`config.mk`:
```
export PLATFORM = sky130hd
export DESIGN_NAME = lsu_mem_master_flat
export DESIGN_NICKNAME = d
export VERILOG_FILES = /design/src/rtl/lsu_pkg.sv /design/src/rtl/lsu_mem_master_if.sv /design/src/rtl/lsu_lane_align.sv /design/src/rtl/lsu_mem_master.sv /design/src/flat_wrapper.sv
export SDC_FILE = /design/constraint.sdc
export NUM_CORES = 1
export LEC_CHECK = 0
export CAP_MARGIN = 20
export CORE_ASPECT_RATIO = 1.2
export CORE_MARGIN = 4
export CORE_UTILIZATION = 40
export DETAILED_ROUTE_END_ITERATION = 8
export GPL_TIMING_DRIVEN = 0
export HOLD_SLACK_MARGIN = 0.08
export PLACE_DENSITY = 0.71
export SLEW_MARGIN = 0
export SYNTH_ARGS = -nofsm -noshare
export SYNTH_HDL_FRONTEND = slang
export SYNTH_SLANG_ARGS = --single-unit
```
`constraint.sdc`:
```
create_clock -name clk -period 7.05 [get_ports clk]
set_input_delay 1.0575 -clock clk [delete_from_list [all_inputs] [get_ports clk]]
set_output_delay 1.0575 -clock clk [all_outputs]
set_load 0.05 [all_outputs]
```
`src/rtl/lsu_pkg.sv`:
```
// ---------------------------------------------------------------------------
// lsu_pkg
// Shared types and constants for the load/store memory master.
//   lsu_state_e : controller state encoding (also exported for debug)
//   SZ_*        : access size codes carried on req_size
// ---------------------------------------------------------------------------
package lsu_pkg;

   typedef enum logic [2:0] {
      IDLE   = 3'd0,
      LOAD   = 3'd1,
      RMW_RD = 3'd2,
      STORE  = 3'd3,
      RESP   = 3'd4
   } lsu_state_e;

   localparam logic [1:0] SZ_BYTE = 2'd0;
   localparam logic [1:0] SZ_HALF = 2'd1;
   localparam logic [1:0] SZ_WORD = 2'd2;

endpackage

```
`src/rtl/lsu_mem_master_if.sv`:
```
// ---------------------------------------------------------------------------
// lsu_mem_master_if
// Bundles the CPU request/response channel and the word-addressed data
// memory port of the load/store master.
//   master modport : the LSU (drives req_ready, resp_*, mem_* controls)
//   slave modport  : the CPU + memory side (drives req_*, mem_rdata)
//
// Handshake: a request transfers on a rising clk edge where
// req_valid & req_ready are both high. req_ready is high only while the
// LSU is idle. resp_valid is a single-cycle completion pulse; resp_rdata
// and resp_err stay stable until the next request is accepted.
// ---------------------------------------------------------------------------
interface lsu_mem_master_if #(
   parameter int N = 32
);
   logic         req_valid;
   logic         req_ready;
   logic         req_we;
   logic [1:0]   req_size;
   logic         req_unsigned;
   logic [N-1:0] req_addr;
   logic [N-1:0] req_wdata;
   logic         resp_valid;
   logic [N-1:0] resp_rdata;
   logic         resp_err;
   logic         mem_read;
   logic         mem_write;
   logic [N-1:0] mem_addr;
   logic [N-1:0] mem_wdata;
   logic [N-1:0] mem_rdata;

   modport master (
      input  req_valid, req_we, req_size, req_unsigned, req_addr, req_wdata,
      input  mem_rdata,
      output req_ready, resp_valid, resp_rdata, resp_err,
      output mem_read, mem_write, mem_addr, mem_wdata
   );

   modport slave (
      output req_valid, req_we, req_size, req_unsigned, req_addr, req_wdata,
      output mem_rdata,
      input  req_ready, resp_valid, resp_rdata, resp_err,
      input  mem_read, mem_write, mem_addr, mem_wdata
   );
endinterface

```
`src/rtl/lsu_lane_align.sv`:
```
// ---------------------------------------------------------------------------
// lsu_lane_align (combinational)
// Byte-lane steering shared by the load and read-modify-write paths.
//   size        : access size (SZ_BYTE / SZ_HALF / SZ_WORD)
//   lane        : byte offset within the word (addr[1:0])
//   is_unsigned : zero-extend loads when 1, sign-extend when 0
//   rdata       : word read from memory
//   wdata_lo    : low half of the store data (right-aligned)
//   load_data   : selected lane, extended to N bits
//   merged      : rdata with wdata_lo inserted into the addressed lane
// Lanes are little-endian: lane k occupies bits 8k+7:8k.
// ---------------------------------------------------------------------------
module lsu_lane_align
   import lsu_pkg::*;
#(
   parameter int N = 32
) (
   input  logic [1:0]   size,
   input  logic [1:0]   lane,
   input  logic         is_unsigned,
   input  logic [N-1:0] rdata,
   input  logic [15:0]  wdata_lo,
   output logic [N-1:0] load_data,
   output logic [N-1:0] merged
);

   logic [7:0]  byte_sel;
   logic [15:0] half_sel;

   always_comb begin
      byte_sel  = rdata[{lane, 3'b000} +: 8];
      // Half-words are aligned, so only lane[1] picks the half.
      half_sel  = rdata[{lane[1], 4'b0000} +: 16];
      load_data = rdata;
      merged    = rdata;
      case (size)
         SZ_BYTE: begin
            load_data = {{(N-8){byte_sel[7] & ~is_unsigned}}, byte_sel};
            merged[{lane, 3'b000} +: 8] = wdata_lo[7:0];
         end
         SZ_HALF: begin
            load_data = {{(N-16){half_sel[15] & ~is_unsigned}}, half_sel};
            merged[{lane[1], 4'b0000} +: 16] = wdata_lo;
         end
         default: begin
            load_data = rdata;
            merged    = rdata;
         end
      endcase
   end

endmodule

```
`src/rtl/lsu_mem_master.sv`:
```
// ---------------------------------------------------------------------------
// lsu_mem_master
// Load/store initiator between the execute stage and a word-addressed data
// memory with combinational read and whole-word writes. Byte/half stores
// are done as read-modify-write. Misaligned, reserved-size and
// out-of-range requests complete with resp_err and never touch memory.
//
// Ports:
//   clk, rst_n  : clock, synchronous active-low reset
//   bus         : lsu_mem_master_if.master (request, response, memory port)
//   state_dbg   : current controller state
//   stat_loads, stat_stores, stat_errs (16b, saturating) : present only
//                 when the LSU_STATS_EN macro is defined
//
// Latency from the accept edge to resp_valid: load 2, word store 2,
// sub-word store 3, error 1.
// ---------------------------------------------------------------------------
module lsu_mem_master
   import lsu_pkg::*;
#(
   parameter int N     = 32,
   parameter int DEPTH = 64
) (
   input  logic              clk,
   input  logic              rst_n,
   lsu_mem_master_if.master  bus,
   output lsu_state_e        state_dbg
`ifdef LSU_STATS_EN
   ,
   output logic [15:0]       stat_loads,
   output logic [15:0]       stat_stores,
   output logic [15:0]       stat_errs
`endif
);

   localparam logic [N-1:0] DEPTH_W = N'(DEPTH);

   lsu_state_e   state, state_nxt;
   logic         accept;
   logic         req_err;
   logic [1:0]   size_q;
   logic         uns_q;
   logic [N-1:0] addr_q;
   logic [N-1:0] wbuf_q;   // latched store data, later the merged word
   logic [N-1:0] rdata_q;
   logic         err_q;
   logic [N-1:0] load_data;
   logic [N-1:0] merged;

   assign accept = bus.req_valid & (state == IDLE);

   always_comb begin
      req_err = 1'b0;
      case (bus.req_size)
         SZ_BYTE: req_err = 1'b0;
         SZ_HALF: req_err = bus.req_addr[0];
         SZ_WORD: req_err = (bus.req_addr[1:0] != 2'b00);
         default: req_err = 1'b1;
      endcase
      if ({2'b00, bus.req_addr[N-1:2]} >= DEPTH_W) req_err = 1'b1;
   end

   always_ff @(posedge clk) begin
      if (!rst_n) state <= IDLE;
      else        state <= state_nxt;
   end

   always_comb begin
      state_nxt      = state;
      bus.req_ready  = 1'b0;
      bus.resp_valid = 1'b0;
      bus.mem_read   = 1'b0;
      bus.mem_write  = 1'b0;
      bus.mem_addr   = '0;
      bus.mem_wdata  = '0;
      case (state)
         IDLE: begin
            bus.req_ready = 1'b1;
            if (accept) begin
               if (req_err)                     state_nxt = RESP;
               else if (!bus.req_we)            state_nxt = LOAD;
               else if (bus.req_size == SZ_WORD) state_nxt = STORE;
               else                             state_nxt = RMW_RD;
            end
         end
         LOAD: begin
            bus.mem_read = 1'b1;
            bus.mem_addr = {2'b00, addr_q[N-1:2]};
            state_nxt    = RESP;
         end
         RMW_RD: begin
            bus.mem_read = 1'b1;
            bus.mem_addr = {2'b00, addr_q[N-1:2]};
            state_nxt    = STORE;
         end
         STORE: begin
            bus.mem_write = 1'b1;
            bus.mem_addr  = {2'b00, addr_q[N-1:2]};
            bus.mem_wdata = wbuf_q;
            state_nxt     = RESP;
         end
         RESP: begin
            bus.resp_valid = 1'b1;
            state_nxt      = IDLE;
         end
         default: state_nxt = IDLE;
      endcase
   end

   lsu_lane_align #(.N(N)) u_align (
      .size        (size_q),
      .lane        (addr_q[1:0]),
      .is_unsigned (uns_q),
      .rdata       (bus.mem_rdata),
      .wdata_lo    (wbuf_q[15:0]),
      .load_data   (load_data),
      .merged      (merged)
   );

   // Response fields are cleared on accept and then hold until the next one.
   always_ff @(posedge clk) begin
      if (!rst_n) begin
         size_q  <= '0;
         uns_q   <= 1'b0;
         addr_q  <= '0;
         wbuf_q  <= '0;
         rdata_q <= '0;
         err_q   <= 1'b0;
      end else begin
         if (accept) begin
            size_q  <= bus.req_size;
            uns_q   <= bus.req_unsigned;
            addr_q  <= bus.req_addr;
            wbuf_q  <= bus.req_wdata;
            rdata_q <= '0;
            err_q   <= req_err;
         end
         if (state == LOAD)   rdata_q <= load_data;
         if (state == RMW_RD) wbuf_q  <= merged;
      end
   end

   assign bus.resp_rdata = rdata_q;
   assign bus.resp_err   = err_q;
   assign state_dbg      = state;

`ifdef LSU_STATS_EN
   // Direction is only needed to classify the completion for the counters.
   logic we_q;

   always_ff @(posedge clk) begin
      if (!rst_n)      we_q <= 1'b0;
      else if (accept) we_q <= bus.req_we;
   end

   always_ff @(posedge clk) begin
      if (!rst_n) begin
         stat_loads  <= '0;
         stat_stores <= '0;
         stat_errs   <= '0;
      end else if (state == RESP) begin
         if (err_q) begin
            if (stat_errs != 16'hFFFF) stat_errs <= stat_errs + 16'd1;
         end else if (we_q) begin
            if (stat_stores != 16'hFFFF) stat_stores <= stat_stores + 16'd1;
         end else begin
            if (stat_loads != 16'hFFFF) stat_loads <= stat_loads + 16'd1;
         end
      end
   end
`endif

endmodule
```
`src/flat_wrapper.sv`:
```
// flat-port wrapper written by rule: the top's interface ports become plain ports
module lsu_mem_master_flat import lsu_pkg::*;
#(
   parameter int N     = 32,
   parameter int DEPTH = 64
)
  (clk, rst_n, state_dbg, bus_req_valid, bus_req_we, bus_req_size, bus_req_unsigned, bus_req_addr, bus_req_wdata, bus_mem_rdata, bus_req_ready, bus_resp_valid, bus_resp_rdata, bus_resp_err, bus_mem_read, bus_mem_write, bus_mem_addr, bus_mem_wdata);
  lsu_mem_master_if #(.N(N)) bus_i ();
  input  logic clk;
  input  logic rst_n;
  output lsu_state_e state_dbg;
  input wire logic [$bits(bus_i.req_valid)-1:0] bus_req_valid;
  input wire logic [$bits(bus_i.req_we)-1:0] bus_req_we;
  input wire logic [$bits(bus_i.req_size)-1:0] bus_req_size;
  input wire logic [$bits(bus_i.req_unsigned)-1:0] bus_req_unsigned;
  input wire logic [$bits(bus_i.req_addr)-1:0] bus_req_addr;
  input wire logic [$bits(bus_i.req_wdata)-1:0] bus_req_wdata;
  input wire logic [$bits(bus_i.mem_rdata)-1:0] bus_mem_rdata;
  output wire logic [$bits(bus_i.req_ready)-1:0] bus_req_ready;
  output wire logic [$bits(bus_i.resp_valid)-1:0] bus_resp_valid;
  output wire logic [$bits(bus_i.resp_rdata)-1:0] bus_resp_rdata;
  output wire logic [$bits(bus_i.resp_err)-1:0] bus_resp_err;
  output wire logic [$bits(bus_i.mem_read)-1:0] bus_mem_read;
  output wire logic [$bits(bus_i.mem_write)-1:0] bus_mem_write;
  output wire logic [$bits(bus_i.mem_addr)-1:0] bus_mem_addr;
  output wire logic [$bits(bus_i.mem_wdata)-1:0] bus_mem_wdata;
  assign bus_i.req_valid = bus_req_valid;
  assign bus_i.req_we = bus_req_we;
  assign bus_i.req_size = bus_req_size;
  assign bus_i.req_unsigned = bus_req_unsigned;
  assign bus_i.req_addr = bus_req_addr;
  assign bus_i.req_wdata = bus_req_wdata;
  assign bus_i.mem_rdata = bus_mem_rdata;
  assign bus_req_ready = bus_i.req_ready;
  assign bus_resp_valid = bus_i.resp_valid;
  assign bus_resp_rdata = bus_i.resp_rdata;
  assign bus_resp_err = bus_i.resp_err;
  assign bus_mem_read = bus_i.mem_read;
  assign bus_mem_write = bus_i.mem_write;
  assign bus_mem_addr = bus_i.mem_addr;
  assign bus_mem_wdata = bus_i.mem_wdata;
  lsu_mem_master #(.N(N), .DEPTH(DEPTH)) u_core (.clk(clk), .rst_n(rst_n), .bus(bus_i), .state_dbg(state_dbg));
endmodule
```
### After elaboration in Yosys (flattened, before gate mapping)

Cells that the tools add are included.

* $add $sub $neg: 2
* $lt $le $gt $ge: 1
* eq/ne operators: 8
* shift-type cells: 6
* mux-type cells: 21
* bitwise logic cells: 4
* reductions and logical operators: 9

Operators with widths (number)
* two-way mux 32 bit: 5
* one-hot mux 32 bit (2 select lines): 2
* bitwise mux 32 bit: 2
* variable shift 16 x 7 -> 32 bit (first input constant): 1
* variable shift 8 x 7 -> 32 bit (first input constant): 1
* indexed part select 16 x 7 -> 32 bit: 1
* indexed part select 32 x 6 -> 16 bit: 1
* indexed part select 32 x 6 -> 8 bit: 1
* indexed part select 8 x 7 -> 32 bit: 1
* greater-or-equal comparator 30 x 7 -> 1 bit (second input constant): 1
* two-way mux 30 bit: 1
* negator 5 -> 7 bit: 2
* two-way mux 3 bit: 3
* one-hot mux 3 bit (3 select lines): 1
* equality test 3 x 2 -> 1 bit (second input constant): 2
* two-way mux 1 bit: 6
* nonzero test 2 bit: 3
* equality test 2 x 1 -> 1 bit (second input constant): 2
* logical NOT 2 bit: 2
* OR reduction 2 bit: 2
* AND 1 bit: 3
* equality test 3 x 1 -> 1 bit (second input constant): 1
* equality test 3 bit (second input constant): 1
* logical NOT 3 bit: 1
* other kinds (5): 5

* register bits: 103
* input bits: 103
* output and inout port bits: 104
* logic and storage cells: 58

### Depth between registers and ports, before layout

* word-level depth: 6
* mapped depth: 9

### Cells and area by module

Synthesis repeated with hierarchy kept, for this count alone.

* cell total of the unflattened synthesis: 821
* area total of the unflattened synthesis: 6276.0 um2

By module, submodules not included
* lsu_mem_master: times used 1, cells each 548, area each 4364.2 um2, sequential area each 2062.0 um2
* lsu_lane_align: times used 1, cells each 273, area each 1911.8 um2, sequential area each 0.0 um2

### Least setup slack after synthesis

Ideal clock, no wire load.

* kind: reg2out
* from: reg u_core.state[1] (netlist: u_core.state_dbg[1])
* to: out bus_mem_wdata[22]
* arrival: 2366 ps
* data required time: 5992 ps
* setup slack: 3627 ps
* cell stages (with the launch flop): 5
* path buffers: 2
* path through: dfxtp_1 > buf_4 > and3b_1 > clkbuf_1 > and2_1

* word-level cells in the longest chain between the ends: 2

Ends and longest elaborated chain
* from (decl): RTL line lsu_mem_master.sv:38 `lsu_state_e state, state_nxt;`
* from (signal assigned): RTL line lsu_mem_master.sv:65 `else state <= state_nxt;`
* equality test 3 x 2 -> 1 bit: RTL line lsu_mem_master.sv:76 `case (state)`
* two-way mux 32 bit: RTL line lsu_mem_master.sv:76
* to (decl): RTL line flat_wrapper.sv:26 `output wire logic [$bits(bus_i.mem_wdata)-1:0] bus_mem_wdata;`

Every way passes these cells.

### Worst setup path after layout

* from: reg u_core.state[1] (netlist: u_core.state_dbg[1])
* to: out bus_mem_wdata[20]

The elaborated chain is that of the path after synthesis.

==> results.sh <==
export IMPL_worst_pin_slew_ns=1.06
export IMPL_cp_required_ns=5.99
export IMPL_place_worst_setup_slack_ns=3.44
export IMPL_fp_dieArea_um2=17700
export IMPL_synth_lib_cells_used_distinct=58
export IMPL_min_from="u_core.addr_q[8]$_SDFFE_PN0P_"
export IMPL_insertedDiodeCount=0
export IMPL_vias=7172
export IMPL_dpl_hpwl_um=20300
export IMPL_layout_cell_area_non_filler_um2=8830
export IMPL_detail_route_first_pass_iterations=5
export IMPL_yosys_warnings=0
export IMPL_wl_met2_um=12000
export IMPL_floorplan_initialDensity_pct=41.3
export IMPL_synth_area_top_cells="dfxtp_1 (33%), a221oi_1 (8.4%), nand2_1 (7.2%)"
export IMPL_clkSinkCount=103
export IMPL_endpoint_kind="output pin"
export IMPL_fin_worst_skew_ns=0.00640
export IMPL_cts_htree_levels=3
export IMPL_core_rowCount=49
export IMPL_cp_top_family="buffers and inverters"
export IMPL_ffs_w_async_s_r_synth_pct=0
export IMPL_netlist_area_leader_share_pct=33.0
export IMPL_worst_hold_path_cells=2
export IMPL_worst_slack_ns=3.02
export IMPL_drv_max_cap_violation_count=0
export IMPL_grt_max_degree=19
export IMPL_groute_usage_overall_pct=28.9
export IMPL_first_global_vias=6994
export IMPL_crit_path_cell_trace="buf_4, and3b_1, clkbuf_1, and2_1, clkdlybuf4s50_1"
export IMPL_ctsHoldBuffers=0
export IMPL_clk_pin_slew_worst_paths_ns=0.07
export IMPL_critical_path_peak_fanout=10
export IMPL_cts_setup_buffers=0
export IMPL_route_top_layer_used="met4"
export IMPL_hold_worst_slack_ns=0.450
export IMPL_slowest_stage="clkdlybuf4s50_1"
export IMPL_hold_viol=0
export IMPL_postSynth_topFlopCell="dfxtp_1"
export IMPL_post_route_cells_drive_above_1_share_pct=7.02
export IMPL_synth_seq_area_share_pct=33.0
export IMPL_number_of_vias_per_cell_after_detailed_routing=5.83
export IMPL_cts_root_buffer="clkbuf_16"
export IMPL_r2r_slack_ns=3.71
export IMPL_power_density_nw_per_um2=161
export IMPL_tritoncts="built"
export IMPL_fmax_mhz=248
export IMPL_status="finished clean"
export IMPL_power_static_leakage_nw=3.38
export IMPL_number_of_drc_markers_after_the_initial_detailed_route_iteration=662
export IMPL_finalCriticalPeriod_ns=4.03
export IMPL_worst_voltage_drop_across_the_vdd_grid_uv=92.6
export IMPL_drc=0
export IMPL_globalRoute_totalOverflow=0
export IMPL_crit_arrival_ns=2.97
export IMPL_routed_wire_length_per_instance_um=21.4
export IMPL_mapped_cells=805
export IMPL_core_area_um2=15100
export IMPL_finalCritPeriodShare_pct=57.1
export IMPL_relSlewSlack_pct=29.4
export IMPL_buf_inv_stages_crit_path=3
export IMPL_detail_route_antenna_nets=0
export IMPL_antenna_found_initial=0
export IMPL_wire_length_of_the_first_global_routing_pass_um=40000
export IMPL_routability_congestion_estimate_from_global_placement=0.985
export IMPL_slew_viol_final=0
export IMPL_clockBufferDepth=2
export IMPL_worst_r2r_cell_count=8
export IMPL_setup_violations=0
export IMPL_place_area_um2=8550
export IMPL_syn_cell_area_um2=6250
export IMPL_buffer_ports_inserted=204
export IMPL_synth_area_per_cell_um2=7.77
export IMPL_start_kind="flip-flop"
export IMPL_cpPeakStageDelay_ns=0.84
export IMPL_regToRegStartpoint="u_core.addr_q[0]$_SDFFE_PN0P_"
export IMPL_nets=1129
export IMPL_cts_resized=0
export IMPL_cts_buffers_inserted=9
export IMPL_die_w_um=122
export IMPL_timing_setup_critical_path_class="flip-flop to output pin"
export IMPL_grt_setup_unrepaired="no"
export IMPL_i_o_pin_total=207
export IMPL_wirelength_um=26400
export IMPL_finalSetupTns_ns=0
export IMPL_insertion_delay_ns=0.36
export IMPL_floorplan_die_height_um=145
export IMPL_totalPowerFinal_w=0.00142
export IMPL_ys_ff_latch=103
export IMPL_min_to="u_core.addr_q[8]$_SDFFE_PN0P_"
export IMPL_synth_largest_area_cell="dfxtp_1"
export IMPL_reg2reg_to="u_core.wbuf_q[25]$_SDFFE_PN0P_"
export IMPL_detail_route_wirelength_met1_um=10300
export IMPL_area_growth_syn_to_layout_pct=41.3
export IMPL_holdCritPathClass="flip-flop to flip-flop"
export IMPL_synth_enable_flop_cells=0
export IMPL_detailroute_wirelength_met3_um=2500
==> state kept, by name, indices dropped and copies added, names as in the netlist <==
name,cells
u_core.size_q,2
u_core.bus.resp_err,1
u_core.wbuf_q,32
u_core.state_dbg,3
u_core.uns_q,1
u_core.addr_q,32
u_core.bus.resp_rdata,32
==> kinds of logic after synthesis <==
kind of cell             share of synthesized area (%)
AND/OR/NAND/NOR                                   25.9
adder cells (fa/ha/maj)                           1.00
other                                           0.0600
XOR/XNOR                                         0.140
flip-flops                                        33.0
buffers and inverters                             8.12
multiplexers                                      3.22
AO/OA/AOI/OAI                                     28.6
==> routing by layer <==
| layer | up-vias | global-route usage, % |
|---|---|---|
| met5 | - | 0 |
| met4 | 0 | 15.7 |
| met3 | 87 | 6.11 |
| met2 | 421 | 46.4 |
| met1 | 3311 | 36.0 |
| li1 | 3353 | - |
==> report_power, final <==
group / internal, W / switching [W] / leakage (nW)
logic: 0.000125 / 0.000168 / 2.40
registers: 0.000606 / 0.0000240 / 0.842
clock network: 0.000245 / 0.000253 / 0.131
total: 0.000976 / 0.000445 / 3.38
==> worst max path at each step <==
stage	slack (ns)	depth (start not counted)	to	from
after CTS	3.04	5	bus_mem_wdata[15]	u_core.state_dbg[1]$_SDFFE_PN0P_
after global routing	2.94	5	bus_mem_wdata[15]	u_core.state_dbg[1]$_SDFFE_PN0P_
after floorplan	3.63	4	bus_mem_wdata[22]	u_core.state_dbg[1]$_SDFFE_PN0P_
after detailed placement	3.44	5	bus_mem_wdata[16]	u_core.state_dbg[1]$_SDFFE_PN0P_
after global placement	3.44	5	bus_mem_wdata[20]	u_core.state_dbg[1]$_SDFFE_PN0P_
final	3.02	5	bus_mem_wdata[20]	u_core.state_dbg[1]$_SDFFE_PN0P_
==> final cells by class <==
cell class	instances	area, um2
Clock buffer	10	229
Multi-Input combinational cell	595	3690
Clock inverter	6	52.6
Sequential cell	103	2060
Inverter	30	113
Tap cell	204	255
Timing Repair Buffer	204	2040
Fill cell	1475	6310
Buffer	78	395
==> worst min-delay path: stages, from the launching register on <==
cell,delay (ns)
dfxtp_1,0.31
nand2_1,0.05
a21oi_1,0.05
==> layout by cell type (no fill, tap or decap), types with 3 or more instances in the layout <==
cell / n
clkdlybuf4s50_1: 204
nand2_1: 120
dfxtp_1: 103
and2_1: 64
a221oi_1: 60
a21oi_1: 58
o21ai_0: 54
clkbuf_1: 38
inv_1: 29
nor2_1: 29
buf_2: 25
and3_1: 20
a22oi_1: 17
o211ai_1: 12
mux2i_1: 10
a21o_1: 10
nor4_1: 10
buf_4: 9
o2bb2ai_1: 9
o22ai_1: 9
nand3b_1: 9
clkbuf_16: 9
a22o_1: 8
nor2b_1: 8
nor3_1: 7
mux2_2: 7
nand2b_1: 7
or3b_1: 6
buf_6: 5
nand4_1: 5
o21ai_1: 5
ha_1: 5
nor3b_1: 4
a31oi_1: 4
o32ai_1: 4
nand3_1: 3
a41o_1: 3
==> through the flow <==
step | cells | util [%]
finish | 1230 | 58.3
global route | 1230 | 58.3
CTS | 1230 | 58.3
detailed placement | 1214 | 56.5
global placement | 1214 | 56.5
floorplan | 806 | -
==> synth_stat cells, types with 2 or more instances <==
library cell and n:
buf_6 5, o32ai_1 4, nand3_1 3, o21ai_1 5
and2_1 64, mux2i_1 10, and3_1 20, nor2_1 29
nand3b_1 9, and3b_1 2, a21oi_1 58, nand4_1 5
nor2b_1 8, a31oi_1 4, or3b_1 6, ha_1 5
nand2_1 120, a41o_1 3, o2bb2ai_1 9, dfxtp_1 103
a221oi_1 60, clkbuf_1 37, or3b_2 2, inv_1 29
a21o_1 10, o211ai_1 12, o21ai_0 54, nor3_1 7
o21bai_1 2, o22ai_1 9, a22oi_1 17, mux2_2 7
nand2b_1 7, a22o_1 8, or3_1 2, and4_1 2
buf_2 25, nor2_4 2, buf_1 2, buf_4 9
nor3b_1 4, nor4_1 10
No activity file was read; power rests on OpenSTA's default activity.
